`config.mk`:
```
export PLATFORM = sky130hd
export DESIGN_NAME = csqrt_rr_scheduler_flat
export DESIGN_NICKNAME = d
export VERILOG_FILES = /design/src/rtl/csqrt_rr_scheduler_if.sv /design/src/rtl/csqrt_rr_scheduler.sv /design/src/flat_wrapper.sv
export SDC_FILE = /design/constraint.sdc
export NUM_CORES = 1
export LEC_CHECK = 0
export BUFFER_PORTS_ARGS = -buffer_cell sky130_fd_sc_hd__buf_4
export CORE_ASPECT_RATIO = 0.6
export CORE_UTILIZATION = 46
export DETAILED_ROUTE_END_ITERATION = 12
export HOLD_SLACK_MARGIN = 0.02
export MAX_ROUTING_LAYER = met4
export PLACE_DENSITY = 0.85
export SLEW_MARGIN = 0
export SYNTH_ARGS = -nofsm -noshare
export SYNTH_HDL_FRONTEND = slang
export SYNTH_SLANG_ARGS = --single-unit
```
`constraint.sdc`:
```
create_clock -name clk -period 4.5 [get_ports clk]
set_input_delay 0.225 -clock clk [delete_from_list [all_inputs] [get_ports clk]]
set_output_delay 0.225 -clock clk [all_outputs]
set_load 0.01 [all_outputs]
```
`src/rtl/csqrt_rr_scheduler_if.sv`:
```
// Bundle of requester, core and response signals around the shared complex
// square-root core. The scheduler takes the master side.
interface csqrt_rr_scheduler_if #(
  parameter int NUM_REQ = 4,
  parameter int DATA_W  = 16,
  parameter int ID_W    = $clog2(NUM_REQ)
);
  logic [NUM_REQ-1:0]        req_valid;
  logic [NUM_REQ-1:0]        req_ready;
  logic [NUM_REQ*DATA_W-1:0] req_x;
  logic [NUM_REQ*DATA_W-1:0] req_y;

  logic                      core_start;
  logic [7:0]                core_N;
  logic [DATA_W-1:0]         core_x;
  logic [DATA_W-1:0]         core_y;
  logic [DATA_W-1:0]         core_real;
  logic [DATA_W-1:0]         core_img;
  logic                      core_valid;

  logic                      rsp_valid;
  logic                      rsp_ready;
  logic [DATA_W-1:0]         rsp_real;
  logic [DATA_W-1:0]         rsp_img;
  logic [ID_W-1:0]           rsp_id;
  logic                      rsp_err;
  logic                      busy;

  modport master (
    input  req_valid, req_x, req_y, core_real, core_img, core_valid, rsp_ready,
    output req_ready, core_start, core_N, core_x, core_y,
           rsp_valid, rsp_real, rsp_img, rsp_id, rsp_err, busy
  );

  modport slave (
    output req_valid, req_x, req_y, core_real, core_img, core_valid, rsp_ready,
    input  req_ready, core_start, core_N, core_x, core_y,
           rsp_valid, rsp_real, rsp_img, rsp_id, rsp_err, busy
  );
endinterface

```
`src/rtl/csqrt_rr_scheduler.sv`:
```
// Round-robin front end for one CORDIC complex square-root core: grants one
// requester, pulses start, waits for the result or a timeout, returns it tagged.
module csqrt_rr_scheduler #(
  parameter int NUM_REQ = 4,
  parameter int DATA_W  = 16,
  parameter int ITER    = 16,
  parameter int TIMEOUT = 100,
  parameter int ID_W    = $clog2(NUM_REQ)
) (
  input  logic                   clk,
  input  logic                   rst,
  csqrt_rr_scheduler_if.master   bus
);

  typedef enum logic [1:0] {
    IDLE  = 2'd0,
    ISSUE = 2'd1,
    WAIT  = 2'd2,
    RESP  = 2'd3
  } state_t;

  state_t          state;
  logic [ID_W-1:0] last_grant;
  logic [ID_W-1:0] grant_idx;
  logic            grant_any;
  logic [7:0]      timer;

  assign bus.core_N = 8'(ITER);
  assign bus.busy   = (state != IDLE);

  // Walk downward so the candidate closest to last_grant+1 is written last and wins.
  // NOTE: every always_comb output gets a default first; otherwise a path
  // that skips the assignment infers a latch.
  always_comb begin
    grant_idx = last_grant;
    grant_any = 1'b0;
    for (int k = NUM_REQ; k >= 1; k--) begin
      if (bus.req_valid[ID_W'((int'(last_grant) + k) % NUM_REQ)]) begin
        grant_idx = ID_W'((int'(last_grant) + k) % NUM_REQ);
        grant_any = 1'b1;
      end
    end
  end

  always_comb begin
    bus.req_ready = '0;
    if (state == IDLE && grant_any) bus.req_ready[grant_idx] = 1'b1;
  end

  // NOTE: state registers use non-blocking assignments so every flop samples
  // pre-edge values regardless of statement order.
  always_ff @(posedge clk) begin
    if (rst) begin
      state          <= IDLE;
      last_grant     <= ID_W'(NUM_REQ - 1);
      timer          <= '0;
      bus.core_start <= 1'b0;
      bus.core_x     <= '0;
      bus.core_y     <= '0;
      bus.rsp_valid  <= 1'b0;
      bus.rsp_real   <= '0;
      bus.rsp_img    <= '0;
      bus.rsp_id     <= '0;
      bus.rsp_err    <= 1'b0;
    end else begin
      bus.core_start <= 1'b0;
      case (state)
        IDLE: begin
          if (grant_any) begin
            bus.core_x     <= bus.req_x[int'(grant_idx) * DATA_W +: DATA_W];
            bus.core_y     <= bus.req_y[int'(grant_idx) * DATA_W +: DATA_W];
            bus.rsp_id     <= grant_idx;
            last_grant     <= grant_idx;
            bus.core_start <= 1'b1;
            state          <= ISSUE;
          end
        end
        ISSUE: begin
          timer <= '0;
          state <= WAIT;
        end
        WAIT: begin
          timer <= timer + 8'd1;
          // A result arriving in the last allowed cycle takes precedence over the timeout.
          if (bus.core_valid) begin
            bus.rsp_real  <= bus.core_real;
            bus.rsp_img   <= bus.core_img;
            bus.rsp_err   <= 1'b0;
            bus.rsp_valid <= 1'b1;
            state         <= RESP;
          end else if (timer == 8'(TIMEOUT - 1)) begin
            bus.rsp_real  <= '0;
            bus.rsp_img   <= '0;
            bus.rsp_err   <= 1'b1;
            bus.rsp_valid <= 1'b1;
            state         <= RESP;
          end
        end
        RESP: begin
          if (bus.rsp_ready) begin
            bus.rsp_valid <= 1'b0;
            state         <= IDLE;
          end
        end
        default: state <= IDLE;
      endcase
    end
  end

endmodule

```
`src/flat_wrapper.sv`:
```
// flat-port wrapper written by rule: the top's interface ports become plain ports
module csqrt_rr_scheduler_flat 
#(
  parameter int NUM_REQ = 4,
  parameter int DATA_W  = 16,
  parameter int ITER    = 16,
  parameter int TIMEOUT = 100,
  parameter int ID_W    = $clog2(NUM_REQ)
)
  (clk, rst, bus_req_valid, bus_req_x, bus_req_y, bus_core_real, bus_core_img, bus_core_valid, bus_rsp_ready, bus_req_ready, bus_core_start, bus_core_N, bus_core_x, bus_core_y, bus_rsp_valid, bus_rsp_real, bus_rsp_img, bus_rsp_id, bus_rsp_err, bus_busy);
  csqrt_rr_scheduler_if #(.NUM_REQ(NUM_REQ), .DATA_W(DATA_W), .ID_W(ID_W)) bus_i ();
  input  logic clk;
  input  logic rst;
  input wire logic [$bits(bus_i.req_valid)-1:0] bus_req_valid;
  input wire logic [$bits(bus_i.req_x)-1:0] bus_req_x;
  input wire logic [$bits(bus_i.req_y)-1:0] bus_req_y;
  input wire logic [$bits(bus_i.core_real)-1:0] bus_core_real;
  input wire logic [$bits(bus_i.core_img)-1:0] bus_core_img;
  input wire logic [$bits(bus_i.core_valid)-1:0] bus_core_valid;
  input wire logic [$bits(bus_i.rsp_ready)-1:0] bus_rsp_ready;
  output wire logic [$bits(bus_i.req_ready)-1:0] bus_req_ready;
  output wire logic [$bits(bus_i.core_start)-1:0] bus_core_start;
  output wire logic [$bits(bus_i.core_N)-1:0] bus_core_N;
  output wire logic [$bits(bus_i.core_x)-1:0] bus_core_x;
  output wire logic [$bits(bus_i.core_y)-1:0] bus_core_y;
  output wire logic [$bits(bus_i.rsp_valid)-1:0] bus_rsp_valid;
  output wire logic [$bits(bus_i.rsp_real)-1:0] bus_rsp_real;
  output wire logic [$bits(bus_i.rsp_img)-1:0] bus_rsp_img;
  output wire logic [$bits(bus_i.rsp_id)-1:0] bus_rsp_id;
  output wire logic [$bits(bus_i.rsp_err)-1:0] bus_rsp_err;
  output wire logic [$bits(bus_i.busy)-1:0] bus_busy;
  assign bus_i.req_valid = bus_req_valid;
  assign bus_i.req_x = bus_req_x;
  assign bus_i.req_y = bus_req_y;
  assign bus_i.core_real = bus_core_real;
  assign bus_i.core_img = bus_core_img;
  assign bus_i.core_valid = bus_core_valid;
  assign bus_i.rsp_ready = bus_rsp_ready;
  assign bus_req_ready = bus_i.req_ready;
  assign bus_core_start = bus_i.core_start;
  assign bus_core_N = bus_i.core_N;
  assign bus_core_x = bus_i.core_x;
  assign bus_core_y = bus_i.core_y;
  assign bus_rsp_valid = bus_i.rsp_valid;
  assign bus_rsp_real = bus_i.rsp_real;
  assign bus_rsp_img = bus_i.rsp_img;
  assign bus_rsp_id = bus_i.rsp_id;
  assign bus_rsp_err = bus_i.rsp_err;
  assign bus_busy = bus_i.busy;
  csqrt_rr_scheduler #(.NUM_REQ(NUM_REQ), .DATA_W(DATA_W), .ITER(ITER), .TIMEOUT(TIMEOUT), .ID_W(ID_W)) u_core (.clk(clk), .rst(rst), .bus(bus_i));
endmodule
```
## Word-level counts from Yosys, hierarchy flattened

Cells that the tools add are included.
Widths: inputs -> output; s select.

| word-level totals | value |
|---|---|
| register bits after elaboration | 81 |
| input port bits | 168 |
| logic and storage cells | 82 |

| cells by class | value |
|---|---|
| add/sub/neg operators | 5 |
| magnitude comparators | 6 |
| equality and inequality tests | 7 |
| shift operators | 2 |
| mux-type cells | 38 |
| bitwise logic cells | 1 |
| reductions and logical operators | 12 |

Operators with widths:

| cell | number |
|---|---|
| $shiftx 64x7->16 | 2 |
| $mux 16 | 3 |
| $mux 1 | 18 |
| $lt 2x4->1 const B | 4 |
| $mux 2 | 8 |
| $pmux 8 s2 | 1 |
| $add 8x1->8 const B | 1 |
| $bmux 1 s2 | 4 |
| $eq 8x7->1 const B | 1 |
| $pmux 2 s4 | 1 |
| $reduce_bool 2->1 | 4 |
| $reduce_and 3->1 | 2 |
| $add 2x1->2 const B | 2 |
| $add 2x2->2 const B | 2 |
| $eq 2x2->1 const B | 2 |
| $mux 4 | 1 |
| $reduce_and 2->1 | 2 |
| $lt 2x3->1 const B | 1 |
| $ne 3x2->1 const B | 1 |
| $demux 1 s2 | 1 |
| $eq 2x1->1 const B | 1 |
| $ge 2x1->1 const B | 1 |
| $logic_and 1x1->1 | 2 |
| $logic_not 2->1 | 1 |
| 5 further kinds | 5 |

## Depth between registers and ports, before layout

Gate-level depths: netlist (run 1).

| depth | value |
|---|---|
| word-level depth | 13 |
| gate-level depth with buffers | 8 |
| gate-level depth less buffers | 7 |

## Worst setup path after synthesis (run 1)

No wires, ideal clock.

| path | value |
|---|---|
| kind | register to register |
| from | reg u_core.last_grant[0] |
| to | reg u_core.bus.core_y[10] |
| arrival time | 1.562 ns |
| data required time | 4.371 ns |
| slack | 2.809 ns |
| stages on the path, launching flop included | 8 |
| clock period less this slack | 1.691 ns |
| cell sequence | dfxtp_1 -> nor2b_1 -> a21o_1 -> a221oi_2 -> buf_6 -> buf_8 -> mux2i_1 -> o221ai_2 |

| on the way | value |
|---|---|
| cells in the longest elaborated chain, start to end | 9 |
| elaborated cells between the ends (all ways) | 26 |
| those cells by class | add/sub (4); shift (1); mux (20); reduce/logical (1) |

Ends and longest elaborated chain:

| element | line | source |
|---|---|---|
| start: declaration | csqrt_rr_scheduler.sv:23 | `logic [ID_W-1:0] last_grant;` |
| start signal: assignment | csqrt_rr_scheduler.sv:55 | `last_grant <= ID_W'(NUM_REQ - 1);` |
| start signal: assignment | csqrt_rr_scheduler.sv:73 | `last_grant <= grant_idx;` |
| $add 2x1->2 | csqrt_rr_scheduler.sv:38, csqrt_rr_scheduler.sv:39 |  |
| $bmux 1 s2 | csqrt_rr_scheduler.sv:38 | `if (bus.req_valid[ID_W'((int'(last_grant) + k) % NUM_REQ)]) begin` |
| $mux 1 (not written as such) (2 in a row) | csqrt_rr_scheduler.sv:38 |  |
| $mux 2 or $mux 1 (tied branches) (4 in a row) | csqrt_rr_scheduler.sv:38 |  |
| $shiftx 64x7->16 or $reduce_and 2->1 (tied branches) | n/a |  |
| end signal: assignment | csqrt_rr_scheduler.sv:71 | `bus.core_y <= bus.req_y[int'(grant_idx) * DATA_W +: DATA_W];` |
| end: declaration | csqrt_rr_scheduler_if.sv:31 | `output req_ready, core_start, core_N, core_x, core_y,` |

Several ways; a longest one is shown, not always the timed one. The select of a mux whose other input is x is not followed.
A chain may end at the register's enable or synchronous reset.

## Worst setup path in the final report (run 1)

| path | value |
|---|---|
| from | reg u_core.last_grant[0] |
| to | out bus_req_ready[3] |

| on the way | value |
|---|---|
| cells in the longest elaborated chain, start to end | 13 |
| elaborated cells between the ends (all ways) | 31 |
| those cells by class | add/sub (4); order compare (2); mux (23); reduce/logical (2) |

Ends and longest elaborated chain:

| element | line | source |
|---|---|---|
| $add 2x1->2 | csqrt_rr_scheduler.sv:38, csqrt_rr_scheduler.sv:39 |  |
| $bmux 1 s2 | csqrt_rr_scheduler.sv:38 |  |
| $mux 1 (not written as such) (2 in a row) | csqrt_rr_scheduler.sv:38 |  |
| $mux 2 (4 in a row) | csqrt_rr_scheduler.sv:38 |  |
| $lt 2x3->1 (not written as such) or $ge 2x1->1 (tied branches) | csqrt_rr_scheduler.sv:47 | `if (state == IDLE && grant_any) bus.req_ready[grant_idx] = 1'b1;` |
| $logic_and 1x1->1 (not written as such) | csqrt_rr_scheduler.sv:47 |  |
| $mux 1 (not written as such) | csqrt_rr_scheduler.sv:47 |  |
| $demux 1 s2 | n/a |  |
| $mux 4 (*) | csqrt_rr_scheduler.sv:47 |  |
| end: declaration | flat_wrapper.sv:21 | `output wire logic [$bits(bus_i.req_ready)-1:0] bus_req_ready;` |

Mark *: on every way between the ends. The rest lies on a longest branch, timed or not. The select of a mux whose other input is x is not followed.

==> impl_metrics.csv, run 1 <==
group,metric,value,unit
cts,cts_root_buf,"clkbuf_16",
detailed_routing,ant_nets,0,
floorplan,core_area,0.00813,mm^2
critical_path,worst-setup-path-type,"reg2out",
floorplan,die_w,122,um
yosys,synth.avg_cell_area,9.93,um^2
cts,hold_buffers,0,
run,maxCapViolCount,0,
yosys,synth-simple-area-share,12.1,%
finish,multi_input_comb_area,0.00215,mm^2
sta,tightestPinTransition,1.14,ns
power,powerDensity,528,mW/mm^2
finish,nNetsFinal,798,
yosys,ys_seq_area_share,40.5,%
placed_design,port_buffers,241,
critical_path,ff2ff_setup_slack,2.00,ns
critical_path,reg2reg_from,"u_core.last_grant[0]$_SDFFE_PP1P_",
detailed_routing,vias,3916,
critical_path,crit_fanout,66,
yosys,yosys.area.top_type,"dfxtp_1",
floorplan,initial_core_util,49.2,%
cts,cts_tree,"yes",
detailed_routing,first_pass_iters,4,
yosys,yosys_warnings,0,
floorplan,io_pins,250,
global_route,grt_busiest_layer,"met2",
hold_path,min_path_type,"in2reg",
hold_path,holdPathStages,3,
sta,slew_headroom,23.8,%
detailed_routing,drt-total-wl,12200,um
sta,hold_violations,0,
hold_path,min_to,"u_core.bus.rsp_img[1]$_SDFFE_PP0P_",
floorplan,die_h,74.3,um
yosys,synth_top_family_by_area,"compound AO/OA/AOI/OAI gates",
sta,slew_violations,0,
global_route,gr-usage-met2,45.4,%
power,p_leak,2.88,nW
yosys,yosysTopAreaCellShare,40.5,%
finish,nFillCells,604,
floorplan,placementRows,25,
yosys,synthCells,403,
cts,post_cts_buffers,0,
status,status,"completed",
yosys,synth_compound_area_share,21.4,%
placed_design,gp_congestion,0.830,
yosys,syn_area,0.00400,mm^2
floorplan,die_area,0.00909,mm^2
finish,seq_area,0.00162,mm^2
yosys,synthTopCellsByArea,"dfxtp_1 41%, mux2i_1 16%, o221ai_2 12%",
sta,tns,0,ns
finish,layout-drive-gt1-share,46.8,%
yosys,synth.area.mux_share,16.3,%
cts,clock_sinks,81,
critical_path,start_kind,"register",
power,ir_drop,0.287,mV
global_route,antenna_found_initial,0,
cts,cts_resized,0,
sta,rsz0062_at_grt,"no",
power,total_power,3.19,mW
sta,setup_viol,0,
yosys,ys_types,39,
placed_design,place_area,0.00575,mm^2
placed_design,place_hpwl,9120,um
cts,cts_buffer_depth,2,
critical_path,worstReg2RegEnd,"u_core.bus.core_x[4]$_SDFFE_PP0P_",
sta,fin_worst_skew,0.00932,ns
critical_path,critical_path_arrival,2.42,ns
detailed_routing,drc,0,
cts,cts_buffers,9,
critical_path,cp-end-kind,"output port",
global_route,grtUsageMet3,8.13,%
global_route,grt_first_pass_wirelength,17800,um
hold_path,hold_path_startpoint,"bus_core_img[1]",
critical_path,rr_worst_depth,6,
cts,clkTransAtPathRegs,0.07,ns
yosys,synthAdderAreaFrac,1.56,%
global_route,grt_max_degree,67,
sta,fin_crit,2.64,ns
cts,clkLatencyLatePin,0.34,ns
finish,post-route-cell-area,0.00603,mm^2
cts,h-tree-depth,3,
sta,min_period_over_period,58.8,%
sta,clock.fmax,378,MHz
detailed_routing,avgRoutedWirePerCell,16.5,um
finish,area_growth,50.8,%
yosys,ys_ff_latch,81,
global_route,grt_usage,26.4,%
finish,diodes,0,
critical_path,cp.required,4.28,ns
yosys,synth-xor-area-share,1.31,%
detailed_routing,routed_via_density,5.31,
global_route,met1_usage,29.2,%
global_route,grt_pass1_vias,3774,
global_route,grt_overflow_total,0,
detailed_routing,dr.first_iter.drc_count,176,
final cells by class:
type | count | area share, %
well taps | 108 | 2.24
clock buffers | 9 | 3.73
repair buffers | 243 | 30.2
flip-flops and latches | 81 | 26.9
clock inverters | 7 | 0.933
inverters | 5 | 0.311
multi-input cells | 285 | 35.7
kinds of logic (layout without fill, tap and decap cells):
family / Yosys count / after routing
flops: 81 / 81
fa+ha+maj: 5 / 5
simple gates: 115 / 115
other cells: 2 / 8
buf+inv: 43 / 264
compound gates: 86 / 86
xor+xnor: 6 / 6
mux: 65 / 65
how the worst max path moves through the flow:
stage,slack (ns),endpoint,start
6_report,1.86,bus_req_ready[3],u_core.last_grant[0]$_SDFFE_PP1P_
5_1_grt,1.64,bus_req_ready[1],u_core.last_grant[0]$_SDFFE_PP1P_
3_5_place_dp,2.04,u_core.bus.core_x[1]$_SDFFE_PP0P_,u_core.last_grant[0]$_SDFFE_PP1P_
4_1_cts,1.82,bus_req_ready[3],u_core.last_grant[0]$_SDFFE_PP1P_
3_3_place_gp,2.11,u_core.bus.core_x[1]$_SDFFE_PP0P_,bus_req_valid[3]
2_1_floorplan,2.81,u_core.bus.core_y[10]$_SDFFE_PP0P_,u_core.last_grant[0]$_SDFFE_PP1P_
flip-flops by register name, summed over array words and instances, names as in the netlist:
register	cells
u_core.bus.core_start	1
u_core.bus.core_x	16
u_core.bus.core_y	16
u_core.bus.rsp_err	1
u_core.bus.rsp_id	2
u_core.bus.rsp_img	16
u_core.bus.rsp_real	16
u_core.bus.rsp_valid	1
u_core.last_grant	2
u_core.state	2
u_core.timer	8
per-layer routing:
layer	part of all wire [%]	wire (um)	vias to the layer above
li1	-	-	1894
met5	0	0	-
met3	7.5	918	21
met4	1.7	207	0
met1	40	4860	1844
met2	51	6180	157
stage by stage:
stage	hold WS, ns	setup WS (ns)	util, %	cells
after global placement	0.447	2.11	70.7	722
after floorplan	0.388	2.81	-	409
after detailed placement	0.448	2.04	70.7	722
after global routing	0.135	1.64	74.2	738
final	0.126	1.86	74.2	738
after CTS	0.116	1.82	74.2	738
cells in the final DEF (no fill, tap or decap), types with 3 or more instances in the layout:
master and count:
o21ai_1 4, a21oi_1 9, o221ai_2 31, nand2b_1 5
inv_1 5, mux2i_1 65, clkbuf_16 9, ha_1 5
nor2_1 50, buf_4 243, inv_6 5, conb_1 8
dfxtp_1 81, nand2_1 41, nor3_1 3, xor2_1 5
a22oi_1 32
power breakdown:
part | internal, mW | switching, mW
Clock | 0.382 | 0.314
Combinational | 0.705 | 0.748
Sequential | 0.912 | 0.124
synth_stat cells:
library cell and instances:
xor2_1 5, o221ai_2 31, buf_12 3, buf_6 1
o21bai_1 1, mux2i_1 65, a221o_1 1, nand4_1 2
or2_0 1, and3_1 1, a221oi_2 1, buf_4 8
xnor2_1 1, o221ai_1 1, nand2_1 43, nand3_1 1
a211oi_1 1, and4_1 1, nand2b_1 5, ha_1 5
nand3b_1 1, nor4_1 2, o21ai_0 1, nor2b_1 2
o21a_1 1, buf_8 1, dfxtp_1 81, inv_1 5
a22oi_1 32, nor2_1 51, and2_1 2, nor3_1 3
a21oi_1 9, o21ai_1 4, a31o_2 1, clkbuf_1 17
buf_2 8, conb_1 2, a21o_1 2
worst max-delay path, stage by stage (launching register included):
cell and delay [ns]:
dfxtp_1 0.44, nand2b_1 0.19, a21oi_1 0.14, a221oi_4 0.19, buf_4 0.82, nor2_1 0.11, buf_4 0.18
(Power assumes the default switching activity.)
==> inputs of run 2 (changes only) <==
- ABC_AREA: default -> 1
- CORE_UTILIZATION: 46 -> 47
- PLACE_DENSITY: 0.85 -> 0.82
- clock period: 4.5 -> 2.7 ns (I/O delays scaled with it)
==> run 2 against run 1 <==
Against the previous run: via count grew 52%; area after synthesis grew 27%; worst hold slack got worse by 0.069 ns; core utilization decreased by 6.2 points; count of clock-buffer cells in the layout did not move; synthesized cell count up 110%; register-to-register slack got worse by 1.5 ns; wire length grew 30%; non-clock buffer count is 14 higher; global-route usage rose by 1.9 points; cell area up 19%; sequential cell count stayed put; critical endpoint unchanged; largest power group unchanged; highest routed layer unchanged.
==> impl_metrics.csv, run 2 <==
group,metric,value,unit
cts,cts_root_buf,"clkbuf_16",
critical_path,start_kind,"register",
sta,hold_slack,0.0570,ns
power,total_power,7.81,mW
power,p_leak,4.13,nW
sta,slew_violations,0,
hold_path,holdPathStages,3,
yosys,async_flop_share,0,%
global_route,antenna_found_initial,0,
sta,fin_worst_skew,0.00652,ns
yosys,yosys_warnings,0,
critical_path,rr_worst_depth,14,
critical_path,cp.required,2.57,ns
detailed_routing,drc,0,
critical_path,reg2reg_from,"u_core.last_grant[0]$_SDFFE_PP1P_",
cts,clkTransAtPathRegs,0.06,ns
finish,post-route-util,68.0,%
yosys,synthTopCellsByArea,"dfxtp_1 32%, nand3_1 20%, inv_1 13%",
detailed_routing,first_pass_iters,6,
critical_path,worst-setup-path-type,"reg2out",
sta,fin_crit,2.41,ns
power,ir_drop,0.833,mV
finish,post-route-cell-area,0.00718,mm^2
sta,rsz0062_at_grt,"no",
placed_design,place_area,0.00687,mm^2
yosys,ys_types,29,
cts,clock_sinks,81,
yosys,synthCells,851,
placed_design,gp_congestion,0.921,
floorplan,die_area,0.0113,mm^2
cts,hold_buffers,0,
floorplan,core_area,0.0106,mm^2
global_route,grt_overflow_total,0,
cts,h-tree-depth,3,
critical_path,crit_fanout,23,
yosys,yosys.area.top_type,"dfxtp_1",
yosys,synth_flop_cell,"dfxtp_1",
placed_design,placedCellCount,1193,
finish,nNetsFinal,1238,
hold_path,min_path_type,"in2reg",
cts,cts_buffer_depth,2,
yosys,yosysTopAreaCellShare,31.8,%
detailed_routing,drt-total-wl,15800,um
sta,clock.fmax,416,MHz
placed_design,port_buffers,241,
hold_path,min_to,"u_core.bus.rsp_real[0]$_SDFFE_PP0P_",
yosys,synth.avg_cell_area,5.99,um^2
yosys,synth_commonest_cells,"200 x nand3_1, 179 x inv_1, 167 x nand2_1, 81 x dfxtp_1, 75 x nor2_1",
finish,final_cell_mix,"256 x buf_4, 200 x nand3_1, 179 x inv_1",
finish,fin_cells,1209,
cts,cts_tree,"yes",
yosys,ys_seq_area_share,31.8,%
floorplan,die_w,136,um
placed_design,post-place-ws,0.469,ns
detailed_routing,vias,5959,
yosys,syn_area,0.00510,mm^2
global_route,grt_usage,28.4,%
finish,diodes,0,
run,maxCapViolCount,0,
yosys,yosys.cell_count.top_type,"nand3_1",
finish,layout-drive-gt1-share,27.1,%
critical_path,ff2ff_setup_slack,0.55,ns
critical_path,cp-end-kind,"output port",
power,powerDensity,1090,mW/mm^2
critical_path,worstReg2RegEnd,"u_core.bus.core_y[11]$_SDFFE_PP0P_",
detailed_routing,routed_via_density,4.93,
sta,finalWorstSetupSlack,0.294,ns
cts,cts_buffers,9,
sta,tightestPinTransition,0.515,ns
status,status,"completed",
global_route,grt_first_pass_wirelength,24400,um
floorplan,initial_core_util,48.3,%
detailed_routing,avgRoutedWirePerCell,13.1,um
placed_design,place_hpwl,11600,um
finish,layout_commonest_cell,"buf_4",
detailed_routing,ant_nets,0,
sta,min_period_over_period,89.1,%
floorplan,die_h,82.7,um
detailed_routing,dr.first_iter.drc_count,463,
floorplan,io_pins,250,
global_route,grt_pass1_vias,5118,
global_route,grt_max_degree,48,
finish,area_growth,40.7,%
sta,slew_headroom,65.7,%
yosys,synth_edf_count,0,
cts,clkLatencyLatePin,0.34,ns
hold_path,hold_path_startpoint,"bus_core_real[0]",
sta,setup_viol,0,
critical_path,critical_path_arrival,2.27,ns
sta,hold_violations,0,
sta,tns,0,ns
floorplan,placementRows,29,
yosys,ys_ff_latch,81,
==> run 2: changes by cell type after synthesis, moves of 31 or more <==
cell and delta:
inv_1 +174, mux2i_1 -65, a22oi_1 -32, nand3_1 +199, a21oi_1 +32, nand2_1 +124, o221ai_2 -31
==> run 2: critical path, stage by stage, from the launching register on <==
cell,delay (ns)
dfxtp_2,0.44
inv_4,0.09
nand2_1,0.08
nand2_1,0.08
nand2_1,0.09
nand2_2,0.07
inv_2,0.09
nand3_1,0.09
nand2_2,0.08
clkinv_2,0.30
nand2_1,0.29
a21oi_1,0.07
buf_4,0.17
==> run 2: layout make-up <==
type	instances	area, um^2
Clock inverter	7	77.6
Clock buffer	9	225
Tap cell	139	174
Sequential cell	81	1620
Inverter	183	691
Fill cell	932	3380
Multi-Input combinational cell	533	2450
Timing Repair Buffer	257	1940
==> run 2: where the power goes <==
part,switching [mW],internal [mW]
Combinational,3.03,1.85
Sequential,0.179,1.50
Clock,0.525,0.728
Total,3.73,4.08
==> run 2: how the worst max path moves through the flow <==
stage | startpoint | end | slack (ns) | cells past startpoint
4_1_cts | u_core.last_grant[0]$_SDFFE_PP1P_ | bus_req_ready[1] | 0.18 | 13
2_1_floorplan | u_core.last_grant[0]$_SDFFE_PP1P_ | bus_req_ready[3] | 0.96 | 13
5_1_grt | u_core.last_grant[0]$_SDFFE_PP1P_ | bus_req_ready[1] | 0.05 | 12
6_report | u_core.last_grant[0]$_SDFFE_PP1P_ | bus_req_ready[3] | 0.29 | 12
3_3_place_gp | u_core.last_grant[0]$_SDFFE_PP1P_ | u_core.bus.core_y[14]$_SDFFE_PP0P_ | 0.56 | 14
3_5_place_dp | u_core.last_grant[0]$_SDFFE_PP1P_ | u_core.bus.core_y[11]$_SDFFE_PP0P_ | 0.47 | 14
==> run 2: cell families after synthesis <==
kind of cell | synth area share (%)
and+or+nand+nor | 40.5
buffers and inverters | 20.7
DFF | 31.8
AOI/OAI and AO/OA | 5.52
adders and majority gates | 1.23
other | 0.147
xor gates and xnor gates | 0.172
==> run 2: timing repair <==
action | in CTS | in global routing
endpoints found under the setup margin | 0 | 2
setup buffers | 0 | 0
endpoints found under the hold margin | 0 | 0
resized for setup | 0 | 2
==> run 2: layer usage <==
| layer | wire length (um) | global-route usage [%] | up-vias |
|---|---|---|---|
| li1 | - | - | 3021 |
| met1 | 7210 | 37.4 | 2643 |
| met2 | 6990 | 43.7 | 269 |
| met3 | 1400 | 5.62 | 26 |
| met4 | 230 | 9.22 | 0 |
| met5 | 0 | - | - |
==> inputs of run 3 (changes only) <==
- CORE_ASPECT_RATIO: 0.6 -> 0.5
- CORE_UTILIZATION: 47 -> 25
- PLACE_DENSITY: 0.82 -> default
==> run 3 against run 2 <==
Against the previous run: non-clock buffer count decreased by 2; sequential power about the same; register-to-register slack about the same; worst hold slack got worse by 0.012 ns; critical endpoint is now bus_req_ready[1]; largest cell class unchanged; highest routed layer unchanged.
==> impl_metrics.csv, run 3 (synthesis results as in run 2) <==
group,metric,value,unit
status,status,"completed",
cts,cts_buffers,9,
cts,cts_root_buf,"clkbuf_16",
global_route,grt_overflow_total,0,
cts,clkLatencyLatePin,0.34,ns
power,p_leak,4.13,nW
critical_path,cp-end-kind,"output port",
power,powerDensity,1070,mW/mm^2
critical_path,slowest_stage,"dfxtp_2",
sta,setup_viol,0,
sta,fin_crit,2.44,ns
critical_path,cp.buffers_inverters,3,
detailed_routing,routed_via_density,4.39,
detailed_routing,ant_nets,0,
finish,layout_commonest_cell,"buf_4",
global_route,grt_max_degree,43,
floorplan,initial_core_util,25.9,%
detailed_routing,drc,0,
sta,tns,0,ns
global_route,antenna_found_initial,0,
power,ir_drop,0.712,mV
sta,fin_worst_skew,0.00912,ns
sta,hold_violations,0,
finish,final_cell_mix,"253 x buf_4, 200 x nand3_1, 179 x inv_1",
placed_design,place_hpwl,11900,um
finish,layout-drive-gt1-share,27.0,%
finish,multi_input_comb_area,0.00245,mm^2
sta,slew_violations,0,
finish,seq_area,0.00162,mm^2
floorplan,die_area,0.0210,mm^2
critical_path,start_kind,"register",
cts,hold_buffers,0,
sta,hold_slack,0.0452,ns
floorplan,io_pins,250,
detailed_routing,avgRoutedWirePerCell,12.1,um
cts,cts_resized,0,
run,maxCapViolCount,0,
finish,nNetsFinal,1236,
sta,clock.fmax,410,MHz
global_route,grt_usage,15.2,%
finish,diodes,0,
finish,nFillCells,2128,
global_route,grt_first_pass_wirelength,24800,um
sta,min_period_over_period,90.3,%
cts,h-tree-depth,3,
critical_path,crit_fanout,21,
critical_path,cp.required,2.57,ns
hold_path,min_path_type,"in2reg",
finish,area_growth,44.1,%
floorplan,die_h,103,um
floorplan,core_area,0.0197,mm^2
floorplan,placementRows,36,
cts,cts_tree,"yes",
sta,rsz0062_at_grt,"no",
critical_path,cp_common_cell,"nand2_1",
placed_design,port_buffers,241,
global_route,grt_pass1_vias,5219,
cts,clock_sinks,81,
detailed_routing,first_pass_iters,5,
cts,cts_buffer_depth,2,
cts,clkTransAtPathRegs,0.07,ns
cts,post_cts_buffers,0,
detailed_routing,dr.first_iter.drc_count,256,
critical_path,slowest_delay,0.46,ns
detailed_routing,drt-total-wl,16200,um
critical_path,critical_path_arrival,2.30,ns
floorplan,die_w,204,um
detailed_routing,vias,5861,
placed_design,gp_congestion,0.853,
critical_path,worst_path_dominant_cell_family,"simple AND/OR/NAND/NOR gates",
critical_path,worst-setup-path-type,"reg2out",
critical_path,crit_chain,"inv_4, nand2_1, nand2_1, nand2_1, nand2_1, nand2_2, nand3_2, nand2_4, buf_12, nand2_1, nor2_1, buf_4",
run 3: tightest hold or removal path: cells and delay by family:
kind	cells	cell delay (ns)
AO/OA/AOI/OAI	1	0.05
buffers and inverters	1	0.11
AND/OR/NAND/NOR	1	0.05
run 3: where the power goes:
group | switching [mW] | leakage [nW] | internal, mW | total (mW)
sequential | 0.177 | 0.664 | 1.50 | 1.67
clock | 0.537 | 0.151 | 0.755 | 1.29
combinational | 3.03 | 3.31 | 1.86 | 4.89
total | 3.74 | 4.13 | 4.12 | 7.86
run 3: layout make-up:
class | count | area share (%)
clock buffer | 10 | 3.25
clock inverter | 6 | 1.02
sequential | 81 | 22.1
timing repair buffer | 255 | 26.4
inverter | 183 | 9.38
multi-input combinational | 533 | 33.4
tap | 266 | 4.53
run 3: path summary, 6_finish.rpt:
check	startpoint	end	slack, ns	depth (start not counted)
max	u_core.last_grant[0]$_SDFFE_PP1P_	bus_req_ready[1]	0.26	12
min	bus_core_img[3]	u_core.bus.rsp_img[3]$_SDFFE_PP0P_	0.05	3
max reg2reg	u_core.last_grant[0]$_SDFFE_PP1P_	u_core.bus.core_x[15]$_SDFFE_PP0P_	0.56	14
min reg2reg	u_core.bus.rsp_real[5]$_SDFFE_PP0P_	u_core.bus.rsp_real[5]$_SDFFE_PP0P_	0.46	2
run 3: through the flow:
step	worst slack (ns)	std cells	total power [mW]	instance area, um^2	util [%]
floorplan	0.960	857	5.20	5120	-
global placement	0.571	1318	6.49	7030	35.6
detailed placement	0.430	1318	6.58	7030	35.6
CTS	0.0501	1334	7.91	7340	37.2
global route	0.0752	1334	8.59	7350	37.3
finish	0.261	1334	7.86	7350	37.3
run 3: layer usage:
| layer | GRT usage, % | vias up | wire [um] |
|---|---|---|---|
| met5 | - | - | 0 |
| met4 | 3.67 | 0 | 178 |
| met3 | 3.73 | 16 | 671 |
| met2 | 26.6 | 136 | 8120 |
| met1 | 17.6 | 2697 | 7190 |
| li1 | - | 3012 | - |
